## config.mk

```make
export PLATFORM = sky130hd
export DESIGN_NAME = sample_link_framer
export DESIGN_NICKNAME = d
export VERILOG_FILES = /design/src/rtl/sample_link_framer.sv
export SDC_FILE = /design/constraint.sdc
export NUM_CORES = 1
export LEC_CHECK = 0
export ABC_AREA = 1
export CAP_MARGIN = 10
export CORE_UTILIZATION = 62
export CTS_BUF_LIST = sky130_fd_sc_hd__clkbuf_4
export CTS_CLUSTER_SIZE = 12
export DETAILED_ROUTE_END_ITERATION = 12
export HOLD_SLACK_MARGIN = 0.05
export PLACE_DENSITY = 0.89
export SETUP_SLACK_MARGIN = 0.5
export SLEW_MARGIN = 30
export SYNTH_ARGS = -nofsm -noshare
export SYNTH_HDL_FRONTEND = slang
export SYNTH_SLANG_ARGS = --single-unit
```

## constraint.sdc

```tcl
create_clock -name clock -period 7.2 [get_ports clock]
set_input_delay 1.08 -clock clock [delete_from_list [all_inputs] [get_ports clock]]
set_output_delay 1.08 -clock clock [all_outputs]
set_load 0.01 [all_outputs]
```

## src/rtl/sample_link_framer.sv

```systemverilog
// Sample link framer: periodically captures CHANNELS x DATA_W samples and streams them as
// a byte frame: HEADER, seq, payload (channel 0 first, MSB byte first), checksum.
module sample_link_framer #(
    parameter int unsigned DATA_W        = 8,
    parameter int unsigned CHANNELS      = 4,
    parameter int unsigned SAMPLE_PERIOD = 720,
    parameter logic [7:0]  HEADER        = 8'hA5
) (
    input  logic                         clock,
    input  logic                         resetN,
    input  logic                         sync_in,
    input  logic [CHANNELS*DATA_W-1:0]   ad,
    input  logic                         out_ready,
    output logic [7:0]                   out_data,
    output logic                         out_valid,
    output logic                         out_sof,
    output logic                         armed,
    output logic                         overrun,
    output logic [7:0]                   seq
);

    localparam int unsigned PAY_BYTES = CHANNELS * DATA_W / 8;
    localparam int unsigned BPS       = DATA_W / 8;
    localparam int unsigned CNT_W     = $clog2(SAMPLE_PERIOD);
    localparam int unsigned IDX_W     = 6;
    localparam logic [CNT_W-1:0] CNT_LAST = CNT_W'(SAMPLE_PERIOD - 1);
    localparam logic [IDX_W-1:0] IDX_LAST = IDX_W'(PAY_BYTES - 1);

    typedef enum logic [2:0] {StIdle, StHdr, StSeq, StPay, StCsum} state_e;

    state_e                       r_state;
    state_e                       w_state_next;
    logic [CNT_W-1:0]             r_cnt;
    logic                         r_armed;
    logic [7:0]                   r_seq;
    logic [7:0]                   r_seq_next;
    logic [CHANNELS*DATA_W-1:0]   r_payload;
    logic                         r_overrun;
    logic [IDX_W-1:0]             r_idx;
    logic [IDX_W-1:0]             w_idx_next;
    logic                         w_tick;
    logic                         w_xfer;
    logic                         w_accept;
    logic [7:0]                   w_csum;
    logic [7:0]                   w_pay_byte;

    // Tick on the arming edge, then whenever the running counter is back at 0.
    always_comb begin
        w_tick = sync_in && (!r_armed || (r_cnt == '0));
        w_xfer = out_valid && out_ready;
    end

    // Arm/disarm control and the free-running sample period counter.
    always_ff @(posedge clock or negedge resetN) begin
        if (!resetN) begin
            r_armed <= 1'b0;
            r_cnt   <= '0;
        end else if (!sync_in) begin
            r_armed <= 1'b0;
            r_cnt   <= '0;
        end else if (!r_armed) begin
            r_armed <= 1'b1;
            r_cnt   <= CNT_W'(1);
        end else if (r_cnt == CNT_LAST) begin
            r_cnt <= '0;
        end else begin
            r_cnt <= r_cnt + 1'b1;
        end
    end

    // Next-state logic; a tick is accepted in IDLE or alongside the final checksum transfer.
    always_comb begin
        w_state_next = r_state;
        w_idx_next   = r_idx;
        w_accept     = 1'b0;
        unique case (r_state)
            StIdle: begin
                if (w_tick) begin
                    w_accept     = 1'b1;
                    w_state_next = StHdr;
                end
            end
            StHdr: begin
                if (w_xfer) w_state_next = StSeq;
            end
            StSeq: begin
                if (w_xfer) begin
                    w_state_next = StPay;
                    w_idx_next   = '0;
                end
            end
            StPay: begin
                if (w_xfer) begin
                    if (r_idx == IDX_LAST) w_state_next = StCsum;
                    else                   w_idx_next   = r_idx + 1'b1;
                end
            end
            StCsum: begin
                if (w_xfer) begin
                    if (w_tick) begin
                        w_accept     = 1'b1;
                        w_state_next = StHdr;
                    end else begin
                        w_state_next = StIdle;
                    end
                end
            end
            default: w_state_next = StIdle;
        endcase
    end

    // FSM state, payload capture, sequence numbering and sticky overrun.
    always_ff @(posedge clock or negedge resetN) begin
        if (!resetN) begin
            r_state    <= StIdle;
            r_idx      <= '0;
            r_payload  <= '0;
            r_seq      <= 8'd0;
            r_seq_next <= 8'd0;
            r_overrun  <= 1'b0;
        end else begin
            r_state <= w_state_next;
            r_idx   <= w_idx_next;
            if (w_accept) begin
                r_payload  <= ad;
                r_seq      <= r_seq_next;
                r_seq_next <= r_seq_next + 8'd1;
            end
            if (w_tick && !w_accept) r_overrun <= 1'b1;
        end
    end

    // Payload byte select (channel-major, MSB byte first) and running checksum.
    always_comb begin
        w_pay_byte = 8'd0;
        w_csum     = r_seq;
        for (int j = 0; j < int'(PAY_BYTES); j++) begin
            if (r_idx == IDX_W'(j)) begin
                w_pay_byte = r_payload[(j / int'(BPS)) * int'(DATA_W)
                                       + (int'(BPS) - 1 - (j % int'(BPS))) * 8 +: 8];
            end
            w_csum = w_csum + r_payload[j*8 +: 8];
        end
    end

    // Output byte mux driven straight from the registered state.
    always_comb begin
        out_valid = (r_state != StIdle);
        out_sof   = (r_state == StHdr);
        out_data  = 8'd0;
        unique case (r_state)
            StHdr:   out_data = HEADER;
            StSeq:   out_data = r_seq;
            StPay:   out_data = w_pay_byte;
            StCsum:  out_data = w_csum;
            default: out_data = 8'd0;
        endcase
    end

    assign armed   = r_armed;
    assign overrun = r_overrun;
    assign seq     = r_seq;

endmodule

```

==> metrics.cfg, run 1 <==
[layout]
drive_gt1_frac=0.0500
syn2layout_area_growth_pct=17.3
fillers=499
nets=666
diodes=0

[die]
io_pins=56
die_w_um=86.0
num_rows=30
die_h_um=86.0
core_area_um2=6790
die-area_um2=7390
start_util=0.643

[drt]
dr.pass1.iters=5
ant_nets=0
vias=3918
drc=0
wl_per_cell_um=15.3
drt_wl_total_um=10600
avgViaCountPerCell=5.63
drt_iter0_markers=311

[global_route]
antenna_found_initial=0
grt_pass1_vias=3795
grt_overflow=0
grt_max_degree=70
grtUsageTotal=0.312
grt_pass1_wl_um=17800

[synthesis]
yosys_warnings=0
yosysSeqAreaShare=0.395
avgSynthCellArea_um2=8.10
synth.ff_latch_count=69
synth_cell_types=36
synthCells=540
synthesis.nets=611
syn_area_um2=4370

[clocking]
clk_pin_slew_ns=0.13
ctsResizeCount=0
clockBufferDepth=2
cts_num_sinks=69
postCtsSetupBuffers=0
cts_tree=done
postCtsHoldBufs=0
cts-root-buf=clkbuf_4
cts_buffers=9
clk_latency_ns=0.42
htreeDepth=3

[sta]
slew_viol_final=0
setup_viol=0
clock.fmax_mhz=186
fin_skew_ns=0.0212
tns_ns=0
fin_crit_sh=0.745
worst_pin_slew_ns=0.810
fin_crit_ns=5.36
relSlewSlack=0.458
rsz0062_at_grt=no
finalHoldViolCount=0

[worst_setup_path]
cp_max_fo=5
arrival_ns=4.28
worstSetupEndpointType=output pin
crit_type=flip-flop to output pin
start_kind=flip-flop
cp_data_required_time_ns=6.12

[hold_path]
min_path_type=flip-flop to flip-flop

[run_status]
status=finished clean

[run]
max-cap-violations=0

[place]
dpl.hpwl_um=7610
gp_congestion=0.925
port_buffers=55

-- path summary, 6_finish.rpt --
check / startpoint / end / slack, ns / depth (start not counted)
min reg2reg: overrun / overrun / 0.50 / 1
min: overrun / overrun / 0.50 / 1
max reg2reg: r_cnt[0] / r_payload[1] / 4.20 / 8
max: seq[3] / out_data[6] / 1.84 / 15
min in group asynchronous: resetN / r_idx[4] / 0.74 / 2
max in group asynchronous: resetN / seq[5] / 6.01 / 2
-- routing by layer --
metal / vias up / wire length [µm] / track usage
li1: 1831 / - / -
met1: 1885 / 4430 / 0.405
met2: 167 / 5050 / 0.493
met3: 35 / 846 / 0.0760
met4: 0 / 299 / 0.148
met5: - / 0 / 0
-- synth_stat cells, drive strengths merged --
master	n	area, µm²
xnor2	4	35.0
dfrtp	69	1730
nor3	10	61.3
o22ai	2	12.5
a21boi	1	7.51
nor2	27	109
a21oi	15	75.1
nand2	142	538
a32oi	1	8.76
a31oi	1	6.26
a21o	1	7.51
o31ai	4	30.0
inv	94	353
o21ai	44	224
o21bai	1	7.51
buf	9	76.3
clkbuf	4	15.0
nand3	37	190
xor2	11	96.3
nand4	4	25.0
or2	2	12.5
fa	20	400
ha	15	188
nor3b	1	7.51
nor4	2	12.5
nand3b	6	48.8
o211ai	13	97.6
-- cell usage in the layout (no fill, tap or decap), drive strengths merged, types with 2 or more instances in the layout --
master / synthesis / layout
a21oi: 15 / 15
buf: 9 / 3
bufinv: 0 / 2
clkbuf: 4 / 12
clkdlybuf4s50: 0 / 54
clkinv: 0 / 2
dfrtp: 69 / 69
fa: 20 / 20
ha: 15 / 15
inv: 94 / 93
nand2: 142 / 142
nand3: 37 / 37
nand3b: 6 / 6
nand4: 4 / 4
nor2: 27 / 27
nor3: 10 / 10
nor4: 2 / 2
o211ai: 13 / 13
o21ai: 44 / 44
o22ai: 2 / 2
o31ai: 4 / 4
or2: 2 / 2
xnor2: 4 / 4
xor2: 11 / 11
-- critical path: stages (launching register included) --
cell and delay [ns]:
dfrtp_1 0.42, inv_1 0.08, fa_1 0.53, inv_1 0.05, fa_1 0.51, inv_1 0.06
fa_1 0.51, inv_1 0.05, ha_1 0.35, a21o_1 0.20, nand2_1 0.06, nand3_1 0.11
or2_2 0.29, nand3_1 0.07, nand3b_1 0.10, clkdlybuf4s50_1 0.49
-- state kept, by name (all words and copies together) (netlist names) --
| name | cells |
|---|---|
| seq | 8 |
| overrun | 1 |
| r_payload | 32 |
| r_seq_next | 8 |
| r_state | 3 |
| r_idx | 6 |
| armed | 1 |
| r_cnt | 10 |
-- cells by family after synthesis --
kind of cell             after synthesis  synth area share
AO/OA/AOI/OAI                         83             0.109
XOR/XNOR                              15            0.0301
adder cells (fa/ha/maj)               35             0.135
buffers and inverters                107             0.102
flip-flops                            69             0.395
AND/OR/NAND/NOR                      231             0.230
-- stage by stage --
stage	hold slack [ns]	worst slack, ns	area, µm²	utilization	instances
after floorplan	0.477	2.92	4370	-	540
after global placement	0.462	2.40	4960	0.730	680
after detailed placement	0.465	2.30	4960	0.730	680
after CTS	0.499	1.86	5120	0.754	696
after global routing	0.513	1.61	5130	0.755	696
final	0.496	1.84	5130	0.755	696
-- layout make-up --
class | count | area [µm²] | area share
Clock buffer | 12 | 90.1 | 0.0176
Inverter | 94 | 354 | 0.0690
Timing Repair Buffer | 57 | 564 | 0.110
Clock inverter | 4 | 72.6 | 0.0141
Multi-Input combinational cell | 364 | 2200 | 0.429
Tap cell | 96 | 120 | 0.0234
Sequential cell | 69 | 1730 | 0.337
Power of run 1 is left out: the tool's default activity adds up to more than one toggle a clock period on the data nets, which glitch-free logic cannot reach.
==> run 2, diff against run 1 <==
- CORE_UTILIZATION: 62 -> 58
- PLACE_DENSITY: 0.89 -> 0.84
- clock period: 7.2 -> 5.6 ns (I/O delays scaled with it)
==> metrics.cfg, run 2 (synthesis gave the netlist of run 1 again) <==
[run_status]
status=finished clean  ; unchanged

[drt]
ant_nets=0  ; unchanged
drt_iter0_markers=269  ; was 311
drc=0  ; unchanged
vias=3879  ; was 3,918
avgViaCountPerCell=5.50  ; was 5.63
drt_wl_total_um=10600  ; about the same
dr.pass1.iters=5  ; unchanged
wl_per_cell_um=15.0  ; was 15.3 µm

[worst_setup_path]
cp_max_fo=4  ; was 5
crit_type=flip-flop to output pin  ; unchanged
worstSetupEndpointType=output pin  ; unchanged
arrival_ns=4.05  ; was 4.28 ns
reg2reg_from=r_cnt[0]  ; unchanged
crit_slowest_cell=clkdlybuf4s50_1  ; was fa_1
r2r_slack_ns=2.71  ; was 4.20 ns
slowest_delay_ns=0.50  ; was 0.53 ns
cp_data_required_time_ns=4.76  ; was 6.12 ns
start_kind=flip-flop  ; unchanged
crit_path_cell_trace=fa_1, inv_1, fa_1, fa_1, inv_1, ha_1, inv_1, fa_2, inv_1, nand2_1, a32oi_1, nand3_1, clkdlybuf4s50_1  ; was inv_1, fa_1, inv_1, fa_1, inv_1, fa_1, inv_1, ha_1, a21o_1, nand2_1, nand3_1, or2_2, nand3_1, nand3b_1, clkdlybuf4s50_1
crit_top_cell=inv_1  ; unchanged
reg2reg_depth=8  ; unchanged
regToRegEndpoint=r_payload[9]  ; was r_payload[1]

[layout]
drive_gt1_frac=0.0677  ; was 0.0500
reg_top3=r_payload: 32 flops, r_cnt: 10 flops  ; unchanged
syn2layout_area_growth_pct=19.8  ; was 17.3%
final_common_cell=nand2_1  ; unchanged
diodes=0  ; unchanged
fillers=584  ; was 499
final_cell_mix=nand2_1 (140), inv_1 (92), dfrtp_1 (67)  ; was nand2_1 (140), inv_1 (92), dfrtp_1 (69)
top_register=r_payload  ; unchanged
largest_register_ff_count=32  ; unchanged
nets=672  ; was 666

[sta]
clock.fmax_mhz=204
slew_viol_final=0  ; unchanged
fin_skew_ns=0.0216  ; was 0.0212 ns
finalHoldViolCount=0  ; unchanged
setup_viol=0  ; unchanged
fin_crit_sh=0.874
relSlewSlack=0.463  ; was 0.458
rsz0062_at_grt=no  ; unchanged
tns_ns=0  ; unchanged
fin_crit_ns=4.89
worst_pin_slew_ns=0.805  ; was 0.810 ns

[clocking]
postCtsHoldBufs=0  ; unchanged
htreeDepth=3  ; unchanged
cts-root-buf=clkbuf_4  ; unchanged
cts_num_sinks=69  ; unchanged
clk_pin_slew_ns=0.13  ; about the same
clockBufferDepth=2  ; unchanged
cts_buffers=9  ; unchanged
clk_latency_ns=0.43  ; was 0.42 ns
cts_tree=done  ; unchanged

[global_route]
grt_max_degree=70  ; unchanged
grt_overflow=0  ; unchanged
grt_pass1_vias=3682  ; was 3,795
antenna_found_initial=0  ; unchanged
grt_pass1_wl_um=17200  ; was 17,800 µm
grtUsageTotal=0.295  ; was 0.312

[die]
die_w_um=88.8  ; was 86.0 µm
die-area_um2=7890  ; was 7390 µm²
num_rows=31  ; was 30
start_util=0.603  ; was 0.643
io_pins=56  ; unchanged
die_h_um=88.8  ; was 86.0 µm
core_area_um2=7250  ; was 6790 µm²

[run]
max-cap-violations=0  ; unchanged

[place]
port_buffers=55  ; unchanged
gp_congestion=0.950  ; was 0.925
dpl.hpwl_um=7710  ; was 7610 µm

[hold_path]
min_path_type=input port to async pin  ; was flip-flop to flip-flop

==> run 2: layer usage <==
layer / up-vias / track usage / wire (µm)
met5: - / 0 / 0
met4: 0 / 0.128 / 359
met3: 36 / 0.0765 / 790
met2: 157 / 0.469 / 4840
met1: 1844 / 0.385 / 4620
li1: 1842 / - / -
==> run 2: metrics by stage <==
step                instance area, µm²  cells  hold slack (ns)  setup WS (ns)   util
global route                      5240    705            0.522          0.531  0.722
global placement                  4960    683            0.467          0.947  0.684
floorplan                         4370    540            0.477           1.56      -
finish                            5240    705            0.467          0.706  0.722
CTS                               5160    700            0.541          0.524  0.712
detailed placement                4960    683            0.470          0.888  0.684
==> run 2: worst max path at each step <==
stage	from	slack (ns)	cells past startpoint	endpoint
3_3_place_gp	seq[3]	0.95	15	out_data[6]
4_1_cts	seq[1]	0.52	14	out_data[5]
2_1_floorplan	seq[1]	1.56	14	out_data[5]
3_5_place_dp	seq[3]	0.89	15	out_data[6]
5_1_grt	seq[0]	0.53	13	out_data[3]
6_report	seq[0]	0.71	13	out_data[3]
==> run 2: what timing repair did <==
action	CTS	global route
endpoints found under the setup margin	3	5
resized for setup	2	8
pin swaps	0	2
setup buffers	1	5
==> run 2: worst max-delay path: cells and delay by family, from the launching register on <==
family,cells,cell delay [ns]
simple gates,2,0.17
flops,1,0.45
fa+ha+maj,5,1.94
buf+inv,5,0.86
compound gates,1,0.22
==> run 2: layout make-up <==
type                    instances  area [µm²]  share of cell area
clock buffers                  10        75.1              0.0143
flip-flops and latches         69        1730               0.330
well taps                      99         124              0.0237
repair buffers                 63         619               0.118
inverters                      94         354              0.0676
clock inverters                 6         110              0.0210
multi-input cells             364        2220               0.425
Power of run 2 is left out for the same reason.
==> run 3, diff against run 2 <==
- CORE_UTILIZATION: 58 -> 65
- DONT_BUFFER_PORTS: unset -> 1
- PLACE_DENSITY: 0.84 -> 0.82
==> metrics.cfg, run 3 (synthesis gave the netlist of run 1 again) <==
[clocking]
ctsResizeCount=0  ; was 2
cts-root-buf=clkbuf_4  ; unchanged
cts_tree=done  ; unchanged
cts_num_sinks=69  ; unchanged
clk_latency_ns=0.43  ; about the same
htreeDepth=3  ; unchanged
clockBufferDepth=2  ; unchanged
postCtsHoldBufs=0  ; unchanged
cts_buffers=9  ; unchanged
postCtsSetupBuffers=0  ; was 1
clk_pin_slew_ns=0.13  ; about the same

[layout]
fillers=534  ; was 584
final_cell_mix=nand2_1 (140), inv_1 (92), dfrtp_1 (69)  ; was nand2_1 (140), inv_1 (92), dfrtp_1 (67)
nets=610  ; was 672
multiInputGateArea_um2=2200  ; was 2220 µm²
syn2layout_area_growth_pct=3.55  ; was 19.8%
reg_top3=r_payload: 32 flops, r_cnt: 10 flops  ; unchanged
largest_register_ff_count=32  ; unchanged
drive_gt1_frac=0.0515  ; was 0.0677
diodes=0  ; unchanged
final_common_cell=nand2_1  ; unchanged
top_register=r_payload  ; unchanged
seqCellArea_um2=1730  ; about the same

[drt]
wl_per_cell_um=15.6  ; was 15.0 µm
dr.pass1.iters=8  ; was 5
drt_wl_total_um=9670  ; was 10,600 µm
vias=3498  ; was 3,879
drc=6  ; was 0
drt_iter0_markers=176  ; was 269
ant_nets=0  ; unchanged
avgViaCountPerCell=5.63  ; was 5.50

[worst_setup_path]
crit_top_cell=fa_1  ; was inv_1
regToRegEndpoint=r_payload[14]  ; was r_payload[9]
crit_path_cell_trace=inv_1, fa_1, fa_1, fa_1, inv_1, ha_1, inv_1, fa_1, o31ai_1, nand2_1, nand2_1, nor2_1, nor2_1, nand2_1  ; was fa_1, inv_1, fa_1, fa_1, inv_1, ha_1, inv_1, fa_2, inv_1, nand2_1, a32oi_1, nand3_1, clkdlybuf4s50_1
reg2reg_depth=7  ; was 8
arrival_ns=3.91  ; was 4.05 ns
crit_type=flip-flop to output pin  ; unchanged
start_kind=flip-flop  ; unchanged
cp_data_required_time_ns=4.76  ; about the same
reg2reg_from=r_cnt[0]  ; unchanged
slowest_delay_ns=0.57  ; was 0.50 ns
crit_slowest_cell=fa_1  ; was clkdlybuf4s50_1
cp_max_fo=3  ; was 4
worstSetupEndpointType=output pin  ; unchanged
r2r_slack_ns=2.72  ; was 2.71 ns

[die]
start_util=0.681  ; was 0.603
die-area_um2=7060  ; was 7890 µm²
die_h_um=84.0  ; was 88.8 µm
num_rows=29  ; was 31
io_pins=56  ; unchanged
core_area_um2=6420  ; was 7250 µm²
die_w_um=84.0  ; was 88.8 µm

[place]
port_buffers=0  ; was 55
gp_congestion=0.955  ; was 0.950
dpl.hpwl_um=7130  ; was 7710 µm

[sta]
fin_skew_ns=0.0130  ; was 0.0216 ns
fin_crit_sh=0.849  ; was 0.874
clock.fmax_mhz=210  ; was 204 MHz
setup_viol=0  ; unchanged
worst_pin_slew_ns=0.800  ; was 0.805 ns
fin_crit_ns=4.75  ; was 4.89 ns
slew_viol_final=0  ; unchanged
tns_ns=0  ; unchanged
finalHoldViolCount=0  ; unchanged
relSlewSlack=0.467  ; was 0.463
rsz0062_at_grt=no  ; unchanged

[global_route]
antenna_found_initial=0  ; unchanged
grt_max_degree=70  ; unchanged
grt_pass1_wl_um=16300  ; was 17,200 µm
grt_overflow=0  ; unchanged
grtUsageTotal=0.303  ; was 0.295
grt_pass1_vias=3528  ; was 3,682

[run]
max-cap-violations=0  ; unchanged

[run_status]
status=finished, violations left  ; was finished clean
violations=design-rule violations

[hold_path]
min_path_type=input port to async pin  ; unchanged

[run 3: worst max-delay path, delay by kind of cell (launching register included)]
kind | cells | cell delay [ns]
AND/OR/NAND/NOR | 5 | 0.37
flip-flops | 1 | 0.46
buffers and inverters | 3 | 0.24
adder cells (fa/ha/maj) | 5 | 2.08
AO/OA/AOI/OAI | 1 | 0.36
[run 3: per-stage QoR]
step / utilization / std cells / area (µm²) / hold slack [ns] / worst slack [ns]
final: 0.705 / 621 / 4530 / 0.0765 / 0.845
after global routing: 0.705 / 621 / 4530 / 0.0637 / 0.610
after CTS: 0.705 / 621 / 4530 / 0.0668 / 0.833
after detailed placement: 0.683 / 605 / 4380 / 0.502 / 1.30
after global placement: 0.683 / 605 / 4380 / 0.502 / 1.40
after floorplan: - / 540 / 4370 / 0.477 / 1.56
[run 3: final cells by class]
| type | instances | area share |
|---|---|---|
| clock buffer | 9 | 0.0149 |
| tap | 77 | 0.0213 |
| multi-input combinational | 364 | 0.486 |
| sequential | 69 | 0.381 |
| inverter | 94 | 0.0782 |
| timing repair buffer | 1 | 0.00166 |
| clock inverter | 7 | 0.0163 |
[run 3: how the worst max path moves through the flow]
| stage | cells after the start | slack, ns | start | endpoint |
|---|---|---|---|---|
| CTS | 14 | 0.83 | seq[1] | out_data[5] |
| global route | 14 | 0.61 | seq[1] | out_data[5] |
| global placement | 14 | 1.40 | seq[1] | out_data[5] |
| floorplan | 14 | 1.56 | seq[1] | out_data[5] |
| finish | 14 | 0.85 | seq[1] | out_data[5] |
| detailed placement | 14 | 1.30 | seq[1] | out_data[5] |
[run 3: per-layer routing]
layer,track usage,vias to the layer above,part of all wire
met5,0,-,0
met4,0.111,0,0.022
met3,0.0593,21,0.069
met2,0.506,103,0.48
met1,0.394,1658,0.43
li1,-,1716,-
Power of run 3 is left out for the same reason.
